## src/rtl/alu_exec_pipe.sv

```systemverilog
// alu_exec_pipe: two-stage valid/ready ALU; S1 captures operands/control, S2 holds the result and flags
module alu_exec_pipe #(
  parameter int WIDTH = 32
) (
  input  logic             clk,
  input  logic             reset_n,
  input  logic             in_valid,
  output logic             in_ready,
  input  logic [2:0]       alucontrol,
  input  logic [WIDTH-1:0] srca,
  input  logic [WIDTH-1:0] srcb,
  output logic             out_valid,
  input  logic             out_ready,
  output logic [WIDTH-1:0] result,
  output logic             zero,
  output logic             overflow,
  output logic             illegal
);
  localparam int M = WIDTH - 1;
  logic             s1_valid_q, s1_valid_d, s2_valid_q, s2_valid_d;
  logic [2:0]       ctl_q, ctl_d;
  logic [WIDTH-1:0] a_q, a_d, b_q, b_d, result_q, result_d;
  logic [WIDTH-1:0] add_r, sub_r, alu_r;
  logic             ovf_q, ovf_d, ill_q, ill_d, ovf_r, ill_r;
  logic             s2_free, s1_adv, accept, deliver;
  always_comb begin
    s2_free    = !s2_valid_q || out_ready;
    s1_adv     = s1_valid_q && s2_free;
    in_ready   = !s1_valid_q || s1_adv;
    accept     = in_valid && in_ready;
    deliver    = s2_valid_q && out_ready;
    add_r      = a_q + b_q;
    sub_r      = a_q - b_q;
    ill_r      = ctl_q[2:1] == 2'b10;
    alu_r      = ctl_q == 3'b010 ? add_r :
                 ctl_q == 3'b110 ? sub_r :
                 ctl_q == 3'b000 ? a_q & b_q :
                 ctl_q == 3'b001 ? a_q | b_q :
                 ctl_q == 3'b011 ? ~(a_q | b_q) :
                 ctl_q == 3'b111 ? {{M{1'b0}}, $signed(a_q) < $signed(b_q)} : '0;
    ovf_r      = ctl_q == 3'b010 ? (a_q[M] == b_q[M]) && (add_r[M] != a_q[M]) :
                 ctl_q == 3'b110 ? (a_q[M] != b_q[M]) && (sub_r[M] != a_q[M]) : 1'b0;
    s1_valid_d = accept ? 1'b1 : s1_adv ? 1'b0 : s1_valid_q;
    ctl_d      = accept ? alucontrol : ctl_q;
    a_d        = accept ? srca : a_q;
    b_d        = accept ? srcb : b_q;
    s2_valid_d = s1_adv ? 1'b1 : deliver ? 1'b0 : s2_valid_q;
    result_d   = s1_adv ? alu_r : result_q;
    ovf_d      = s1_adv ? ovf_r : ovf_q;
    ill_d      = s1_adv ? ill_r : ill_q;
  end
  always_ff @(posedge clk or negedge reset_n) begin
    if (!reset_n) begin
      s1_valid_q <= 1'b0;
      s2_valid_q <= 1'b0;
      ctl_q      <= '0;
      a_q        <= '0;
      b_q        <= '0;
      result_q   <= '0;
      ovf_q      <= 1'b0;
      ill_q      <= 1'b0;
    end else begin
      s1_valid_q <= s1_valid_d;
      s2_valid_q <= s2_valid_d;
      ctl_q      <= ctl_d;
      a_q        <= a_d;
      b_q        <= b_d;
      result_q   <= result_d;
      ovf_q      <= ovf_d;
      ill_q      <= ill_d;
    end
  end
  assign out_valid = s2_valid_q;
  assign result    = result_q;
  assign zero      = s2_valid_q && (result_q == '0);
  assign overflow  = ovf_q;
  assign illegal   = ill_q;
endmodule

```

## config.mk

```make
export PLATFORM = sky130hd
export DESIGN_NAME = alu_exec_pipe
export DESIGN_NICKNAME = d
export VERILOG_FILES = /design/src/rtl/alu_exec_pipe.sv
export SDC_FILE = /design/constraint.sdc
export NUM_CORES = 1
export LEC_CHECK = 0
export ABC_AREA = 1
export CELL_PAD_IN_SITES_DETAIL_PLACEMENT = 1
export CELL_PAD_IN_SITES_GLOBAL_PLACEMENT = 2
export CORE_MARGIN = 3
export CORE_UTILIZATION = 25
export DETAILED_ROUTE_END_ITERATION = 12
export PLACE_DENSITY = 0.73
export SETUP_SLACK_MARGIN = 0.3
export SYNTH_ARGS = -nofsm -noshare
export SYNTH_HDL_FRONTEND = slang
export SYNTH_SLANG_ARGS = --single-unit
```

## constraint.sdc

```tcl
create_clock -name clk -period 3.75 [get_ports clk]
set_input_delay 0.75 -clock clk [delete_from_list [all_inputs] [get_ports clk]]
set_output_delay 0.75 -clock clk [all_outputs]
set_load 0.02 [all_outputs]
```

* Word-level counts from Yosys, hierarchy flattened
Index checks and enable logic that the tools add are counted. W data, S select, Z words.
Operators by class: $add $sub $neg 2, magnitude comparators 1, equality and inequality tests 10, multiplexer cells 12, bitwise logic cells 3, reduce and logical (&&, ||, !) cells 14
Operators by type and width (count):
- $mux W32 | 5
- $add A32 B32 Y32 | 1
- $and A32 B32 Y32 | 1
- $logic_not A32 Y1 | 1
- $lt A32 B32 Y1 | 1
- $not A32 Y32 | 1
- $or A32 B32 Y32 | 1
- $sub A32 B32 Y32 | 1
- $mux W1 | 7
- $eq A3 B2 Y1 const B | 2
- $eq A3 B3 Y1 const B | 2
- $logic_and A1 B1 Y1 | 6
- $reduce_bool A2 Y1 | 2
- $eq A3 B1 Y1 const B | 1
- $logic_not A3 Y1 | 1
- $ne A1 B1 Y1 | 3
- $eq A2 B2 Y1 const B | 1
- $logic_not A1 Y1 | 2
- $logic_or A1 B1 Y1 | 2
- $eq A1 B1 Y1 | 1
Word-level totals: register bits 103, input port bits 71, output and inout bits 37, logic and storage cells 50

* Longest topological paths before layout
word-level depth 7, mapped depth 18, mapped depth without buffers 18

* Worst setup path after synthesis
Ideal clock, no wire load.
path type reg-to-output, from register result_q[8] (netlist: result[8]), to output port zero, data arrival time 1.404 ns, data required time 3.000 ns, slack 1.596 ns, stages on the path, launching flop included 7, path buffers 0, path through dfrtp_1 -> nor4_1 -> nand2_1 -> nor3_1 -> nand3_1 -> nor4_1 -> and3_1
On the way: longest elaborated chain between the ends 2
Ends and longest elaborated chain:
- start: declaration | RTL line 22 | logic [WIDTH-1:0] a_q, a_d, b_q, b_d, result_q, result_d;
- start signal: assignment | RTL line 68 | result_q <= result_d;
- $logic_not A32 Y1 | RTL line 75 | assign zero = s2_valid_q && (result_q == '0);
- $logic_and A1 B1 Y1 | RTL line 75
- end: declaration | RTL line 15 | output logic zero,
Every way passes these cells.

* Worst setup path in the final report
from register result_q[11] (netlist: result[11]), to output port zero
The elaborated chain is that of the path after synthesis.

==> results.json <==
{
  "outcome": "finished, final reports clean",
  "cts_sinks": 103,
  "grt_pass1_wl_microns": 61200,
  "cts_root_buffer": "clkbuf_16",
  "fmax_ghz": 0.314,
  "initial_core_util": 0.257,
  "grt_pass1_vias": 10100,
  "cp.required_ns": 3.00,
  "rows": 70,
  "clkLatencyLatePin_ns": 0.37,
  "post_cts_buffers": 0,
  "ys_top_cells_by_area": "dfrtp_1 (27%), nand2_1 (13%), ha_1 (13%)",
  "cts_tree": "built",
  "syn_nets": 1621,
  "cp_slowest_cell": "clkdlybuf4s50_1",
  "synthesis.area_sq_um": 9480,
  "period_minus_slack_ns": 3.18,
  "synth_edf_count": 0,
  "use_met2": 0.303,
  "crit_path_cell_trace": "nor4_1, nand2_1, nor3_1, nand3_1, nor4_1, and3_1, clkdlybuf4s50_1",
  "instances_no_fill": 2040,
  "dp_hpwl_microns": 32800,
  "hold_buffers": 0,
  "placedCellCount": 2024,
  "power.leakage_uw": 0.00549,
  "antenna_found_initial": 0,
  "met1_usage": 0.293,
  "maxCapViolCount": 0,
  "finalSetupViolations": 0,
  "grt_max_degree": 70,
  "place.port_buffers": 107,
  "ys_seq_area_frac": 0.272,
  "ys_ff_latch": 103,
  "power.density_nw_per_um2": 540,
  "drt-pass1-iter-count": 5,
  "die_h_microns": 201,
  "crit_path_start_kind": "flop",
  "routed_wl_microns": 39900,
  "r2r_cells": 12,
  "ys_warn_count": 0,
  "clock_skew_ns": 0.0103,
  "via_per_inst": 4.81,
  "drc_errors": 0,
  "ys_types": 53,
  "pin_count": 108,
  "die_area_sq_um": 40300,
  "use_met3": 0.0266,
  "avgSynthCellArea_sq_um": 6.53,
  "slew_violations": 0,
  "holdPathStages": 2,
  "ys.flop_type": "dfrtp_1",
  "die_w_microns": 201,
  "synth.cells.most_frequent": "nand2_1 (322), nor2_1 (220), inv_1 (199)",
  "top_usage_layer": "met2",
  "slew_headroom": 0.338,
  "tightest_slew_ns": 0.993,
  "cts_resized": 0,
  "clockBufferDepth": 2,
  "cp.arrival_ns": 2.43,
  "yosys.area.top_type_share": 0.272,
  "rsz0062_at_grt": "false",
  "cts_buffers": 9,
  "place_congestion": 0.930,
  "post-route-period-util": 0.849,
  "drt_iter0_markers": 488,
  "nets": 1700,
  "yosysTopAreaCell": "dfrtp_1",
  "routed-via-count": 9815,
  "clkTransAtPathRegs_ns": 0.08,
  "cp-end-kind": "primary output",
  "hold_path.class": "reg -> reg",
  "coreArea_sq_um": 37000,
  "fin_setup_tns_ns": 0,
  "netlist_instances": 1452,
  "yosysMostFrequentCell": "nand2_1",
  "max_stage_delay_ns": 0.60,
  "critical_path_class": "reg -> out",
  "syn_to_final_growth_pct": 19.5,
  "ys_async_sr_fraction": 1.00,
  "wl_per_cell_microns": 19.6,
  "hold_viol": 0,
  "final_antenna_net_count": 0,
  "track_usage": 0.196,
  "cp_max_fo": 3,
  "crit_top_cell": "nor4_1",
  "htree_levels": 3,
  "layout-drive-gt1-share": 0.0436,
  "ir_drop_mv": 0.209,
  "overflow": 0,
  "antenna_cells": 0
}
==> critical path: cells and delay by family (launching register included) <==
family | cells | cell delay [ns]
buffers and inverters | 1 | 0.60
DFF | 1 | 0.41
and+or+nand+nor | 6 | 1.06
==> final cells by class <==
type | instances | area, sq um
Clock inverter | 6 | 46.3
Timing Repair Buffer | 118 | 1160
Multi-Input combinational cell | 1090 | 5900
Fill cell | 4760 | 25600
Clock buffer | 10 | 229
Inverter | 209 | 785
Tap cell | 504 | 631
Sequential cell | 103 | 2580
==> path summary, 6_finish.rpt <==
path / startpoint / endpoint / slack, ns
max: result[11] / zero / 0.57
min: overflow / overflow / 0.48
max reg2reg: a_q[21] / result[30] / 0.87
min reg2reg: overflow / overflow / 0.48
max in group asynchronous: reset_n / a_q[2] / 2.35
min in group asynchronous: reset_n / b_q[28] / 0.54
==> logic make-up after synthesis <==
kind of cell               count (synthesis)  share of synthesized area
and+or+nand+nor                          696                      0.304
AOI/OAI and AO/OA                        282                      0.173
buffers and inverters                    259                      0.108
DFF                                      103                      0.272
adders and majority gates                 98                      0.131
xor gates and xnor gates                  13                     0.0120
muxes                                      1                    0.00106
==> state kept, by name, summed over array words and instances (netlist names) <==
register    flops
result         32
b_q            32
a_q            32
overflow        1
out_valid       1
ctl_q           3
s1_valid_q      1
illegal         1
==> layer usage <==
| layer | part of all wire | routed length, microns | vias up |
|---|---|---|---|
| li1 | - | - | 4820 |
| met1 | 0.52 | 20700 | 4789 |
| met2 | 0.43 | 17200 | 186 |
| met3 | 0.037 | 1460 | 20 |
| met4 | 0.013 | 499 | 0 |
| met5 | 0 | 0 | - |
==> through the flow <==
stage / instance area [sq um] / hold slack (ns) / power [uW] / setup WS (ns) / util
global placement: 11100 / 0.472 / 5140 / 0.823 / 0.299
detailed placement: 11100 / 0.472 / 5200 / 0.842 / 0.299
global route: 11300 / 0.525 / 6630 / 0.329 / 0.307
finish: 11300 / 0.485 / 6120 / 0.565 / 0.307
CTS: 11300 / 0.492 / 6160 / 0.426 / 0.307
floorplan: 9480 / 0.454 / 3770 / 1.60 / -
==> where the power goes <==
group | switching [uW] | internal, uW | total, uW | leakage (uW)
clock network | 479 | 456 | 934 | 0.000129
registers | 213 | 1360 | 1580 | 0.00117
logic | 2420 | 1190 | 3610 | 0.00418
total | 3110 | 3010 | 6120 | 0.00549
==> layout by cell type (no fill, tap or decap), types with 3 or more instances in the layout <==
master and n:
nand2_1 321, nor2_1 219, inv_1 199, a21oi_1 153, clkdlybuf4s50_1 106, dfrtp_1 103, nand3_1 99, ha_1 96
o21ai_0 44, o21bai_1 14, nand4_1 12, xor2_1 12, nor3_1 11, buf_4 11, nor4_1 10, a221oi_1 10
a31oi_1 10, inv_2 9, clkbuf_16 9, a21oi_2 8, o22ai_1 8, nand2_2 6, or2_2 6, o21ai_1 6
a211oi_1 6, o21a_1 4, o211ai_1 4, o2111ai_1 3
Power figures use the tool's default switching activity.
